<file path="src/rtl/ifu_pkg.sv">
// Shared types and constants for the way-0 instruction fetch stage.
package ifu_pkg;

  localparam int INST_W       = 32;
  localparam int FETCH_BYTES  = 8;
  localparam int FETCH_OFS_W  = $clog2(FETCH_BYTES);

  typedef struct packed {
    logic [31:0]       pc;
    logic [INST_W-1:0] inst0;
    logic [INST_W-1:0] inst1;
    logic [1:0]        mask;
    logic              err;
  } fetch_pkt_t;

  // An odd-word target starts at the upper slot, so slot 0 is not valid.
  function automatic logic [1:0] slot_mask(input logic odd_word);
    return {1'b1, ~odd_word};
  endfunction

endpackage

</file>
<file path="src/rtl/ifu_fetch_way0_sync_fifo.sv">
// Generic synchronous FIFO with async active-low reset and synchronous clear.
// A push into a full FIFO is accepted when a pop happens in the same cycle.
module sync_fifo #(
  parameter int WIDTH = 8,
  parameter int DEPTH = 4,
  localparam int PTR_W = (DEPTH > 1) ? $clog2(DEPTH) : 1,
  localparam int CNT_W = $clog2(DEPTH) + 1
) (
  input  logic             clk,
  input  logic             reset_n,
  input  logic             clear_i,
  input  logic             push_i,
  input  logic [WIDTH-1:0] push_data_i,
  input  logic             pop_i,
  output logic [WIDTH-1:0] pop_data_o,
  output logic             full_o,
  output logic             empty_o,
  output logic [CNT_W-1:0] count_o
);

  localparam logic [PTR_W-1:0] LAST_PTR  = PTR_W'(DEPTH - 1);
  localparam logic [CNT_W-1:0] DEPTH_CNT = CNT_W'(DEPTH);

  logic [WIDTH-1:0] mem_q [DEPTH];
  logic [WIDTH-1:0] mem_d [DEPTH];
  logic [PTR_W-1:0] wr_ptr_q, wr_ptr_d;
  logic [PTR_W-1:0] rd_ptr_q, rd_ptr_d;
  logic [CNT_W-1:0] count_q, count_d;
  logic             do_push, do_pop;

  function automatic logic [PTR_W-1:0] next_ptr(input logic [PTR_W-1:0] p);
    return (p == LAST_PTR) ? '0 : p + PTR_W'(1);
  endfunction

  assign empty_o    = (count_q == '0);
  assign full_o     = (count_q == DEPTH_CNT);
  assign count_o    = count_q;
  assign pop_data_o = mem_q[rd_ptr_q];
  assign do_pop     = pop_i && !empty_o;
  assign do_push    = push_i && (!full_o || do_pop);

  always_comb begin
    mem_d    = mem_q;
    wr_ptr_d = wr_ptr_q;
    rd_ptr_d = rd_ptr_q;
    count_d  = count_q;
    if (clear_i) begin
      wr_ptr_d = '0;
      rd_ptr_d = '0;
      count_d  = '0;
    end else begin
      if (do_push) begin
        mem_d[wr_ptr_q] = push_data_i;
        wr_ptr_d        = next_ptr(wr_ptr_q);
      end
      if (do_pop) begin
        rd_ptr_d = next_ptr(rd_ptr_q);
      end
      count_d = count_q + CNT_W'(do_push) - CNT_W'(do_pop);
    end
  end

  always_ff @(posedge clk or negedge reset_n) begin
    if (!reset_n) begin
      wr_ptr_q <= '0;
      rd_ptr_q <= '0;
      count_q  <= '0;
    end else begin
      wr_ptr_q <= wr_ptr_d;
      rd_ptr_q <= rd_ptr_d;
      count_q  <= count_d;
    end
  end

  // Payload storage needs no reset: it is only observed through a non-empty count.
  always_ff @(posedge clk) begin
    mem_q <= mem_d;
  end

endmodule

</file>
<file path="src/rtl/ifu_fetch_way0.sv">
// Way-0 fetch stage: issues PC-unit addresses to imem, tracks in-flight tags,
// queues returned 64-bit packets for decode and discards responses killed by a flush.
module ifu_fetch_way0
  import ifu_pkg::*;
#(
  parameter int FQ_DEPTH        = 4,
  parameter int MAX_OUTSTANDING = 2
) (
  input  logic        clk,
  input  logic        reset_n,
  input  logic        pc_valid_i,
  input  logic [31:0] pc_addr_i,
  output logic        pc_ready_o,
  input  logic        flush_i,
  output logic        imem_req_o,
  output logic [31:0] imem_addr_o,
  input  logic        imem_gnt_i,
  input  logic        imem_rvalid_i,
  input  logic [63:0] imem_rdata_i,
  input  logic        imem_err_i,
  output logic        dec_valid_o,
  input  logic        dec_ready_i,
  output logic [31:0] dec_pc_o,
  output logic [31:0] dec_inst0_o,
  output logic [31:0] dec_inst1_o,
  output logic [1:0]  dec_mask_o,
  output logic        dec_err_o
);

  localparam int CNT_W    = $clog2(MAX_OUTSTANDING) + 1;
  localparam int FQ_CNT_W = $clog2(FQ_DEPTH) + 1;
  localparam int SUM_W    = ((CNT_W > FQ_CNT_W) ? CNT_W : FQ_CNT_W) + 2;

  logic [CNT_W-1:0]    outst_cnt;
  logic [CNT_W-1:0]    drop_cnt_q, drop_cnt_d;
  logic                alive_q, alive_d;
  logic [FQ_CNT_W-1:0] fq_count;
  logic [SUM_W-1:0]    inflight, occupancy;
  logic                credit_ok;
  logic                grant;
  logic                rsp_live, rsp_drop;
  logic                tag_pop;
  logic                tag_full, tag_empty;
  logic                fq_full, fq_empty, fq_pop;
  logic [31:0]         tag_head;
  fetch_pkt_t          fq_push_pkt, fq_head;

  // Dropped responses still occupy the memory pipeline, so they count against credit.
  assign inflight  = SUM_W'(outst_cnt) + SUM_W'(drop_cnt_q);
  assign occupancy = inflight + SUM_W'(fq_count);
  assign credit_ok = !tag_full && !fq_full
                  && (inflight < SUM_W'(MAX_OUTSTANDING))
                  && (occupancy < SUM_W'(FQ_DEPTH));

  assign imem_req_o  = alive_q && pc_valid_i && credit_ok && !flush_i;
  assign imem_addr_o = {pc_addr_i[31:FETCH_OFS_W], {FETCH_OFS_W{1'b0}}};
  assign grant       = imem_req_o && imem_gnt_i;
  assign pc_ready_o  = grant;

  assign rsp_live = imem_rvalid_i && (drop_cnt_q == '0);
  assign rsp_drop = imem_rvalid_i && (drop_cnt_q != '0);
  assign tag_pop  = rsp_live && !tag_empty;

  sync_fifo #(
    .WIDTH (32),
    .DEPTH (MAX_OUTSTANDING)
  ) u_tag_fifo (
    .clk         (clk),
    .reset_n     (reset_n),
    .clear_i     (flush_i),
    .push_i      (grant),
    .push_data_i (pc_addr_i),
    .pop_i       (tag_pop),
    .pop_data_o  (tag_head),
    .full_o      (tag_full),
    .empty_o     (tag_empty),
    .count_o     (outst_cnt)
  );

  always_comb begin
    fq_push_pkt       = '0;
    fq_push_pkt.pc    = tag_head;
    fq_push_pkt.inst0 = imem_rdata_i[31:0];
    fq_push_pkt.inst1 = imem_rdata_i[63:32];
    fq_push_pkt.mask  = slot_mask(tag_head[2]);
    fq_push_pkt.err   = imem_err_i;
  end

  assign fq_pop = dec_valid_o && dec_ready_i;

  sync_fifo #(
    .WIDTH ($bits(fetch_pkt_t)),
    .DEPTH (FQ_DEPTH)
  ) u_fetch_queue (
    .clk         (clk),
    .reset_n     (reset_n),
    .clear_i     (flush_i),
    .push_i      (tag_pop),
    .push_data_i (fq_push_pkt),
    .pop_i       (fq_pop),
    .pop_data_o  (fq_head),
    .full_o      (fq_full),
    .empty_o     (fq_empty),
    .count_o     (fq_count)
  );

  assign dec_valid_o = !fq_empty;
  assign dec_pc_o    = dec_valid_o ? fq_head.pc    : '0;
  assign dec_inst0_o = dec_valid_o ? fq_head.inst0 : '0;
  assign dec_inst1_o = dec_valid_o ? fq_head.inst1 : '0;
  assign dec_mask_o  = dec_valid_o ? fq_head.mask  : '0;
  assign dec_err_o   = dec_valid_o && fq_head.err;

  // A flush converts everything still in flight into pending drops.
  always_comb begin
    alive_d    = 1'b1;
    drop_cnt_d = drop_cnt_q - CNT_W'(rsp_drop);
    if (flush_i) begin
      drop_cnt_d = outst_cnt - CNT_W'(rsp_live) + drop_cnt_q - CNT_W'(rsp_drop);
    end
  end

  always_ff @(posedge clk or negedge reset_n) begin
    if (!reset_n) begin
      drop_cnt_q <= '0;
      alive_q    <= 1'b0;
    end else begin
      drop_cnt_q <= drop_cnt_d;
      alive_q    <= alive_d;
    end
  end

  a_rvalid_expected: assert property (@(posedge clk) disable iff (!reset_n)
    imem_rvalid_i |-> (outst_cnt != '0 || drop_cnt_q != '0));

  a_fq_has_room: assert property (@(posedge clk) disable iff (!reset_n)
    (rsp_live && !flush_i) |-> (!fq_full || fq_pop));

endmodule
</file>
<file path="config.mk">
export PLATFORM = sky130hd
export DESIGN_NAME = ifu_fetch_way0
export DESIGN_NICKNAME = d
export VERILOG_FILES = /design/src/rtl/ifu_pkg.sv /design/src/rtl/ifu_fetch_way0_sync_fifo.sv /design/src/rtl/ifu_fetch_way0.sv
export SDC_FILE = /design/constraint.sdc
export NUM_CORES = 1
export LEC_CHECK = 0
export BUFFER_PORTS_ARGS = -buffer_cell sky130_fd_sc_hd__buf_2
export CAP_MARGIN = 20
export CORE_UTILIZATION = 48
export CTS_BUF_LIST = sky130_fd_sc_hd__clkbuf_8
export DETAILED_ROUTE_END_ITERATION = 6
export GPL_TIMING_DRIVEN = 1
export PLACE_DENSITY = 0.68
export SYNTH_ARGS = -nofsm -noshare
export SYNTH_HDL_FRONTEND = slang
export SYNTH_SLANG_ARGS = --single-unit
</file>
<file path="constraint.sdc">
create_clock -name clk -period 4.85 [get_ports clk]
set_input_delay 0.485 -clock clk [delete_from_list [all_inputs] [get_ports clk]]
set_output_delay 0.485 -clock clk [all_outputs]
set_load 0.03 [all_outputs]
</file>
==> reports/metrics.yaml, run 1 <==
run:
  cap_violations: 0
worst_setup_path:
  critPathMaxFanout: 5
  crit_buf_inv: 1
  crit_chain: "ha_1 > fa_1 > ha_1 > or4_1 > a211oi_2 > and3_1 > buf_2"
  worstSetupPathType: "reg -> out"
  worstPathArrival_ns: 3.17
  r2r-start: "u_tag_fifo.count_o[0]"
  required_ns: 4.37
  cp_slowest_cell: "or4_1"
  rrSetupSlack_ns: 1.38
  max_stage_delay_ns: 0.49
  start_kind: "flop"
  cp.depth: 7
  worstReg2RegEnd: "u_tag_fifo.mem_q[3]"
  critPathTopFamily: "adder cells"
  rr_worst_depth: 7
  critPathCaptureType: "primary output"
  crit_top_cell: "ha_1"
power_and_ir_drop:
  power_uw: 10700
  max-vdd-ir-drop_v: 0.000331
  leakage_uw: 0.00742
  powerDensity_nw_per_um2: 506
floorplanning:
  dieWidth_um: 197
  rows: 71
  die_area_um2: 38900
  core_area_um2: 37600
  die_y_um: 197
  start_util_pct: 48.7
  io_pins: 238
sta:
  finalHoldViolCount: 0
  fin_setup_tns_ns: 0
  final-max-slew-violation-count: 0
  worst_pin_slew_ns: 0.898
  fin_hold_ws_ns: 0.0671
  period_share_pct: 75.3
  grt_setup_unrepaired: "false"
  fmax_mhz: 274
  fin_crit_ns: 3.65
  finClkSkew_ns: 0.0210
  setup_viol: 0
  slew_headroom_pct: 40.1
global_routing:
  overflow: 0
  grt_max_degree: 83
  grt_usage_pct: 17.9
  grt_pass1_wl_mm: 51.7
  antenna_found_initial: 1
  grt_pass1_vias: 9334
synthesis:
  async_flop_share_pct: 2.98
  synth_edf_count: 456
  synth_commonest_cells: "456 x edfxtp_1, 105 x and2_1, 98 x mux4_2, 33 x buf_4, 31 x mux2_2"
  ys.flop_type: "edfxtp_1"
  synth.most_common_cell: "edfxtp_1"
  synth_area_um2: 18300
  ys_types: 34
  synth_top_area_share_pct: 74.8
  syn_inst: 859
  yosys.area.top_type: "edfxtp_1"
  synth-seq-area-share_pct: 76.7
  synth.avg_cell_area_um2: 21.3
  synth_area_leaders: "edfxtp_1 75%, mux4_2 12%, and2_1 3.6%"
  yosysWarnings: 0
  synth_seq_cells: 470
finish:
  seq_area_um2: 14100
  syn2layout_area_growth_pct: 16.0
  layout-drive-gt1-share_pct: 40.5
  nFillCells: 2934
  finalInstanceArea_um2: 21200
  final_net_count: 1234
  multiInputGateArea_um2: 3830
route:
  drt-initial-drc-count: 403
  firstDrtPassIters: 5
  vias_per_cell: 5.20
  routed_wl_mm: 34.1
  ant_nets: 0
  drc: 0
  dr_total_vias: 8741
  wl_per_cell_um: 20.3
hold_path:
  holdPathStages: 1
  hold_path_end: "u_tag_fifo.mem_q[32]"
  hp-class: "in -> reg"
  worstHoldStart: "pc_addr_i[0]"
placed_design:
  port_buffers: 234
  gp_congestion: 0.730
  hpwlAfterDp_mm: 19.3
  post_dp_cell_area_um2: 19900
status:
  outcome: "completed"
clock_network:
  cts-root-buf: "clkbuf_8"
  cts_made_buffers: 77
  cts-resized-gates: 0
  cts_setup_buffers: 0
  htreeDepth: 3
  cts_sinks: 470
  clk_latency_ns: 0.61
  cts_tree: "yes"
  clkSlewWorstSetupHoldPaths_ns: 0.06
  cts_buffer_depth: 3
## flip-flops by register name, indices dropped and copies added (netlist names), 2 cells and up
name	flops
u_fetch_queue.mem_q	392
u_fetch_queue.rd_ptr_q	2
u_tag_fifo.mem_q	64
drop_cnt_q	2
u_tag_fifo.count_o	2
u_fetch_queue.count_o	3
u_fetch_queue.wr_ptr_q	2
## routing by layer
layer / vias to the layer above / GRT usage, % / part of all wire [%]
met2: 259 / 30.8 / 50
met3: 36 / 4.44 / 6.1
li1: 3901 / - / -
met1: 4545 / 22.1 / 42
met5: - / 0 / 0
met4: 0 / 6.32 / 1.6
## layout make-up
class / count / area share [%]
antenna: 2 / 0.0236
sequential: 470 / 66.2
clock buffer: 79 / 5.12
clock inverter: 55 / 1.23
timing repair buffer: 243 / 6.14
inverter: 14 / 0.247
tap: 511 / 3.01
multi-input combinational: 306 / 18.1
## repair_timing
item | 4_1_cts | 5_1_grt
setup endpoints to repair | 0 | 0
hold buffers | 1 | 0
endpoints found under the hold margin | 14 | 0
## where the power goes
part           switching [uW]  total (uW)  internal [uW]
logic                    2020        3130           1100
clock network            1460        3030           1560
registers                97.9        4590           4490
## kinds of logic (layout without fill, tap and decap cells)
group           after synthesis  count (layout)  synth area share [%]
flops                       470             470                  76.7
simple gates                135             135                  4.54
mux                         132             132                  14.1
buf+inv                      85             391                  2.50
fa+ha+maj                    18              18                  1.35
xor+xnor                      9               9                 0.430
compound gates                8               8                 0.314
other cells                   2               6                0.0410
## how the worst max path moves through the flow
stage | from | slack (ns) | to
final | u_tag_fifo.count_o[0] | 1.20 | pc_ready_o
after global routing | u_tag_fifo.count_o[0] | 1.04 | pc_ready_o
after CTS | u_tag_fifo.count_o[0] | 1.13 | pc_ready_o
after detailed placement | u_tag_fifo.count_o[0] | 1.34 | u_tag_fifo.mem_q[20]
after global placement | u_tag_fifo.count_o[0] | 1.47 | u_tag_fifo.mem_q[51]
after floorplan | u_fetch_queue.count_o[2] | 1.06 | u_fetch_queue.mem_q[100]
## placed cells by master (no fill, tap or decap), types with 4 or more instances in the layout
cell / Yosys / routed
dfrtp_1: 14 / 11
buf_12: 0 / 5
mux2_2: 31 / 31
nor2_1: 10 / 10
mux4_2: 98 / 98
nand2_1: 4 / 4
and2_1: 105 / 99
clkbuf_8: 0 / 79
xnor2_1: 6 / 6
inv_1: 14 / 42
clkinv_1: 0 / 16
clkinv_2: 0 / 6
ha_1: 15 / 15
and2_4: 0 / 4
buf_2: 12 / 234
edfxtp_1: 456 / 456
conb_1: 2 / 4
## through the flow
| step | util, % | cells | setup slack, ns |
|---|---|---|---|
| after global routing | 56.5 | 1678 | 1.04 |
| after detailed placement | 52.9 | 1543 | 1.34 |
| after global placement | 52.9 | 1543 | 1.47 |
| final | 56.5 | 1680 | 1.20 |
| after floorplan | - | 861 | 1.06 |
| after CTS | 56.5 | 1678 | 1.13 |
No activity file was read; power rests on OpenSTA's default activity.
==> run 2, diff against run 1 <==
==> constraint.sdc (replaced) <==
create_clock -name clk -period 3.45 [get_ports clk]
set_input_delay 0.345 -clock clk [delete_from_list [all_inputs] [get_ports clk]]
set_output_delay 0.345 -clock clk [all_outputs]
set_load 0.03 [all_outputs]
==> run 2 against run 1 <==
Effect of this change: worst hold slack improved by 0.042 ns; critical path depth did not move; sequential cell count did not move; die area did not move; final cell count rose by 6.4%; core utilization rose by 3.3 points; critical path type unchanged; sequential power rose by 41%.
==> reports/metrics.yaml, run 2 (synthesized netlist as in run 1, its figures left out) <==
power_and_ir_drop:
  power_frac_seq_pct: 42.0  # was 42.7%
  powerDensity_nw_per_um2: 683  # was 506 nW/um2
  clkPwrFrac_pct: 28.3  # was 28.2%
  p_int_uw: 10200  # was 7160 uW
  share_comb_of_total_power_pct: 29.6  # was 29.1%
  leakage_uw: 0.00792  # was 0.00742 uW
  switching_share_pct: 33.2  # was 33.4%
  switchingPower_uw: 5100  # was 3580 uW
  max-vdd-ir-drop_v: 0.000444  # was 0.000331 V
floorplanning:
  rows: 71  # unchanged
  start_util_pct: 48.7  # unchanged
  die_area_um2: 38900  # unchanged
  die_y_um: 197  # unchanged
  dieWidth_um: 197  # unchanged
  core_area_um2: 37600  # unchanged
  io_pins: 238  # unchanged
finish:
  regMostFlops: "u_fetch_queue.mem_q"  # unchanged
  nFillCells: 2764  # was 2,934
  final_cell_mix: "456 x edfxtp_1, 232 x buf_2, 99 x dlygate4sd3_1"  # was 456 x edfxtp_1, 234 x buf_2, 99 x and2_1
  largest_reg_flops: 392  # unchanged
  fin_util_pct: 59.8  # was 56.5%
  syn2layout_area_growth_pct: 22.7  # was 16.0%
  layout-drive-gt1-share_pct: 38.9  # was 40.5%
  layout_commonest_cell: "edfxtp_1"  # unchanged
  final_net_count: 1345  # was 1,234
route:
  ant_nets: 0  # unchanged
  m1WireLength_mm: 14.4  # was 14.3 mm
  drt-initial-drc-count: 444  # was 403
  dr_total_vias: 9126  # was 8,741
  wl_per_cell_um: 19.8  # was 20.3 um
  top_layer_used: "met4"  # unchanged
  routed_wl_mm: 35.5  # was 34.1 mm
  firstDrtPassIters: 5  # unchanged
  vias_per_cell: 5.10  # was 5.20
  met3_length_mm: 1.99  # was 2.07 mm
  wl_met2_mm: 18.4  # was 17.2 mm
  drc: 0  # unchanged
worst_setup_path:
  worstPathArrival_ns: 2.95  # was 3.17 ns
  critPathMaxFanout: 3  # was 5
  worstSetupPathType: "reg -> out"  # unchanged
  critPathCaptureType: "primary output"  # unchanged
  start_kind: "flop"  # unchanged
  required_ns: 3.11  # was 4.37 ns
global_routing:
  antenna_found_initial: 1  # unchanged
  grt_pass1_vias: 9871  # was 9,334
  grt_pass1_wl_mm: 54.6  # was 51.7 mm
  overflow: 0  # unchanged
  grt_usage_pct: 18.8  # was 17.9%
  grt_max_degree: 74  # was 83
clock_network:
  htreeDepth: 3  # unchanged
  clkSlewWorstSetupHoldPaths_ns: 0.06  # about the same
  cts-root-buf: "clkbuf_8"  # unchanged
  cts_made_buffers: 78  # was 77
  cts_tree: "yes"  # unchanged
  clk_latency_ns: 0.61  # about the same
  cts_sinks: 470  # unchanged
  cts_buffer_depth: 3  # unchanged
run:
  cap_violations: 0  # unchanged
sta:
  fmax_mhz: 303
  setup_viol: 0  # unchanged
  period_share_pct: 95.6
  grt_setup_unrepaired: "false"  # unchanged
  finalHoldViolCount: 0  # unchanged
  final-max-slew-violation-count: 0  # unchanged
  fin_crit_ns: 3.30
  fin_setup_tns_ns: 0  # unchanged
  slew_headroom_pct: 41.5  # was 40.1%
  finClkSkew_ns: 0.0241  # was 0.0210 ns
  worst_pin_slew_ns: 0.877  # was 0.898 ns
placed_design:
  port_buffers: 234  # unchanged
  hpwlAfterDp_mm: 19.7  # was 19.3 mm
  gp_congestion: 0.766  # was 0.730
status:
  outcome: "completed"  # unchanged
hold_path:
  hp-class: "in -> reg"  # unchanged
## run 2: cell types whose count changed in the layout (fill, tap and decap cells not counted), sizes merged
| cell | before | now |
|---|---|---|
| clkbuf | 79 | 78 |
| bufinv | 1 | 2 |
| dlygate4sd3 | 1 | 99 |
| diode | 2 | 1 |
| buf | 242 | 254 |
| clkinv | 22 | 21 |
## run 2: cell type report
type / count / area (um2) / area share, %
Inverter: 14 / 52.6 / 0.234
Antenna cell: 1 / 2.50 / 0.0111
Timing Repair Buffer: 353 / 2470 / 11.0
Tap cell: 511 / 639 / 2.85
Clock inverter: 55 / 302 / 1.34
Multi-Input combinational cell: 306 / 3870 / 17.2
Clock buffer: 78 / 1070 / 4.78
Sequential cell: 470 / 14100 / 62.6
## run 2: metal layers
metal  vias up  track usage, %
met5         -               0
met4         0            5.89
met3        57            4.68
met2       254            32.4
met1      4695            23.5
li1       4120               -
## run 2: power by group through the flow
stage / registers [uW] / clock network (uW) / logic (uW)
finish: 6450 / 4350 / 4550
global placement: 6570 / 0 / 4500
floorplan: 6470 / 0 / 3270
CTS: 6450 / 4490 / 4630
global route: 6460 / 4730 / 4900
detailed placement: 6570 / 0 / 4520
## run 2: timing repair
action	4_1_cts	5_1_grt
gates resized for setup	1	10
endpoints found under the hold margin	339	0
setup buffers	2	0
setup endpoints to repair	2	2
hold buffers	99	0
pin swaps	2	3
## run 2: through the flow
step	instances	setup slack (ns)	instance area, um2	hold WS (ns)	power, uW
floorplan	861	0.162	18300	0.0494	9740
global placement	1553	0.452	20000	0.268	11100
detailed placement	1553	0.334	20000	0.266	11100
CTS	1787	0.0118	22400	0.0564	15600
global route	1787	0.0190	22500	0.0793	16100
finish	1788	0.152	22500	0.109	15300
## run 2: path summary, 6_finish.rpt
| check | startpoint | to | slack (ns) | depth (start not counted) |
|---|---|---|---|---|
| min reg2reg | u_tag_fifo.mem_q[59] | u_fetch_queue.mem_q[193] | 0.59 | 1 |
| min in group asynchronous | reset_n | drop_cnt_q[1] | 0.16 | 2 |
| max in group asynchronous | reset_n | u_fetch_queue.rd_ptr_q[0] | 3.00 | 2 |
| max | u_tag_fifo.count_o[0] | pc_ready_o | 0.15 | 7 |
| min | flush_i | u_fetch_queue.count_o[2] | 0.11 | 2 |
| max reg2reg | u_tag_fifo.count_o[0] | u_tag_fifo.mem_q[26] | 0.41 | 9 |
## run 2: worst max-delay path, cell delays in order (launching register included)
cell	delay [ns]
dfrtp_1	0.40
ha_2	0.20
fa_2	0.39
ha_4	0.23
or4_4	0.49
a211oi_4	0.27
and3_4	0.23
buf_6	0.13
==> run 3, diff against run 2 <==
--- a/config.mk
+++ b/config.mk
@@ -8,7 +8,6 @@
 export BUFFER_PORTS_ARGS = -buffer_cell sky130_fd_sc_hd__buf_2
 export CAP_MARGIN = 20
 export CORE_UTILIZATION = 48
-export CTS_BUF_LIST = sky130_fd_sc_hd__clkbuf_8
 export DETAILED_ROUTE_END_ITERATION = 6
 export GPL_TIMING_DRIVEN = 1
 export PLACE_DENSITY = 0.68
==> run 3 against run 2 <==
Effect of this change: sequential power about the same; setup slack got worse by 0.031 ns; core utilization increased by 0.36 points; sequential cell count unchanged; sequential share of layout area down 0.37 points; count of clock-buffer cells in the layout down 15; combinational power about the same.
==> reports/metrics.yaml, run 3 (synthesized netlist as in run 1, its figures left out) <==
global_routing:
  overflow: 0  # unchanged
  grt_pass1_vias: 9641  # was 9,871
  grt_pass1_wl_mm: 54.2  # was 54.6 mm
  antenna_found_initial: 1  # unchanged
  grt_usage_pct: 18.7  # was 18.8%
  grt_max_degree: 74  # unchanged
floorplanning:
  die_y_um: 197  # unchanged
  dieWidth_um: 197  # unchanged
  die_area_um2: 38900  # unchanged
  start_util_pct: 48.7  # unchanged
  rows: 71  # unchanged
  io_pins: 238  # unchanged
  core_area_um2: 37600  # unchanged
sta:
  setup_viol: 0  # unchanged
  slew_headroom_pct: 41.9  # was 41.5%
  fmax_mhz: 300  # was 303 MHz
  final-max-slew-violation-count: 0  # unchanged
  worst_pin_slew_ns: 0.872  # was 0.877 ns
  fin_ws_ns: 0.121  # was 0.152 ns
  fin_setup_tns_ns: 0  # unchanged
  period_share_pct: 96.5  # was 95.6%
  fin_hold_ws_ns: 0.0693  # was 0.109 ns
  finClkSkew_ns: 0.0274  # was 0.0241 ns
  fin_crit_ns: 3.33  # was 3.30 ns
  grt_setup_unrepaired: "false"  # unchanged
  finalHoldViolCount: 0  # unchanged
hold_path:
  hp-class: "in -> reg"  # unchanged
power_and_ir_drop:
  powerDensity_nw_per_um2: 709  # was 683 nW/um2
  leakage_uw: 0.00786  # was 0.00792 uW
  share_comb_of_total_power_pct: 28.3  # was 29.6%
  power_frac_seq_pct: 40.2  # was 42.0%
  p_int_uw: 11000  # was 10,200 uW
  switchingPower_uw: 5040  # was 5100 uW
  switching_share_pct: 31.5  # was 33.2%
  max-vdd-ir-drop_v: 0.000449  # was 0.000444 V
  clkPwrFrac_pct: 31.5  # was 28.3%
finish:
  final_net_count: 1314  # was 1,345
  layout-drive-gt1-share_pct: 37.7  # was 38.9%
  multiInputGateArea_um2: 3850  # was 3870 um2
  final_cell_mix: "456 x edfxtp_1, 233 x buf_2, 99 x and2_1"  # was 456 x edfxtp_1, 232 x buf_2, 99 x dlygate4sd3_1
  final_cells: 1738  # was 1,788
  syn2layout_area_growth_pct: 23.4  # was 22.7%
  nFillCells: 2723  # was 2,764
  regMostFlops: "u_fetch_queue.mem_q"  # unchanged
  largest_reg_flops: 392  # unchanged
  layout_commonest_cell: "edfxtp_1"  # unchanged
  seq_area_um2: 14100  # unchanged
  fin_util_pct: 60.1  # was 59.8%
clock_network:
  cts_made_buffers: 48  # was 78
  cts_buffer_depth: 3  # unchanged
  clkSlewWorstSetupHoldPaths_ns: 0.06  # about the same
  cts-root-buf: "clkbuf_16"  # was clkbuf_8
  cts_sinks: 470  # unchanged
  clk_latency_ns: 0.58  # was 0.61 ns
  htreeDepth: 2  # was 3
  cts_tree: "yes"  # unchanged
status:
  outcome: "completed"  # unchanged
worst_setup_path:
  cp_slowest_cell: "or4_4"  # unchanged
  critPathCaptureType: "primary output"  # unchanged
  worstPathArrival_ns: 2.98  # was 2.95 ns
  crit_buf_inv: 1  # unchanged
  critPathMaxFanout: 3  # unchanged
  required_ns: 3.11  # about the same
  start_kind: "flop"  # unchanged
  max_stage_delay_ns: 0.50  # was 0.49 ns
  crit_chain: "ha_1 > fa_2 > ha_1 > or4_4 > a211oi_4 > and3_4 > clkbuf_4"  # was ha_2 > fa_2 > ha_4 > or4_4 > a211oi_4 > and3_4 > buf_6
  critPathTopFamily: "adder cells"  # unchanged
  worstSetupPathType: "reg -> out"  # unchanged
  crit_top_cell: "ha_1"
run:
  cap_violations: 0  # unchanged
placed_design:
  gp_congestion: 0.766  # unchanged
  place_ws_ns: 0.334  # unchanged
  hpwlAfterDp_mm: 19.7  # unchanged
  dpl.cell_count: 1553  # unchanged
  port_buffers: 234  # unchanged
route:
  routed_wl_mm: 35.1  # was 35.5 mm
  drt-initial-drc-count: 449  # was 444
  ant_nets: 0  # unchanged
  wl_per_cell_um: 20.2  # was 19.8 um
  drc: 0  # unchanged
  vias_per_cell: 5.16  # was 5.10
  firstDrtPassIters: 4  # was 5
  dr_total_vias: 8972  # was 9,126
## run 3: final cells by class
cell class                 count  share of cell area (%)
antenna                        1                  0.0111
timing repair buffer         352                    10.9
sequential                   470                    62.2
inverter                      14                   0.233
clock buffer                  63                    5.75
multi-input combinational    306                    17.1
tap                          511                    2.83
clock inverter                21                    1.07
## run 3: path summary, 6_finish.rpt
check,from,end,slack [ns],cells past startpoint
setup / recovery,u_tag_fifo.count_o[0],pc_ready_o,0.12,7
hold / removal,dec_ready_i,u_fetch_queue.rd_ptr_q[1],0.07,3
setup reg to reg,u_tag_fifo.count_o[0],u_tag_fifo.mem_q[5],0.39,9
hold reg to reg,u_tag_fifo.mem_q[5],u_fetch_queue.mem_q[72],0.59,1
max in group asynchronous,reset_n,u_fetch_queue.rd_ptr_q[1],2.95,2
min in group asynchronous,reset_n,u_fetch_queue.count_o[1],0.22,2
## run 3: stage by stage
step | area [um2] | total power (uW)
after global routing | 22600 | 16700
final | 22600 | 16000
after global placement | 20000 | 11100
after CTS | 22600 | 16300
after floorplan | 18300 | 9740
after detailed placement | 20000 | 11100
## run 3: what timing repair did
item,in CTS,in global routing
hold buffers,98,0
setup buffers,1,1
pin swaps,1,2
hold endpoints to repair,338,0
setup endpoints to repair,2,1
resized for setup,0,5
## run 3: power by group through the flow
stage	logic (uW)	registers, uW	clock network, uW
finish	4540	6440	5050
global route	4890	6460	5390
CTS	4630	6450	5180
detailed placement	4520	6570	0
global placement	4500	6570	0
floorplan	3270	6470	0
## run 3: routing by layer
layer  track usage (%)  wire, um
met1              24.0     14500
met2              32.2     18100
met3              3.52      1690
met4              6.09       796
met5                 0         0
## run 3: tightest hold or removal path: cells and delay by family
| family | cells | cell delay (ns) |
|---|---|---|
| buf+inv | 1 | 0.12 |
| compound gates | 1 | 0.06 |
| simple gates | 1 | 0.06 |
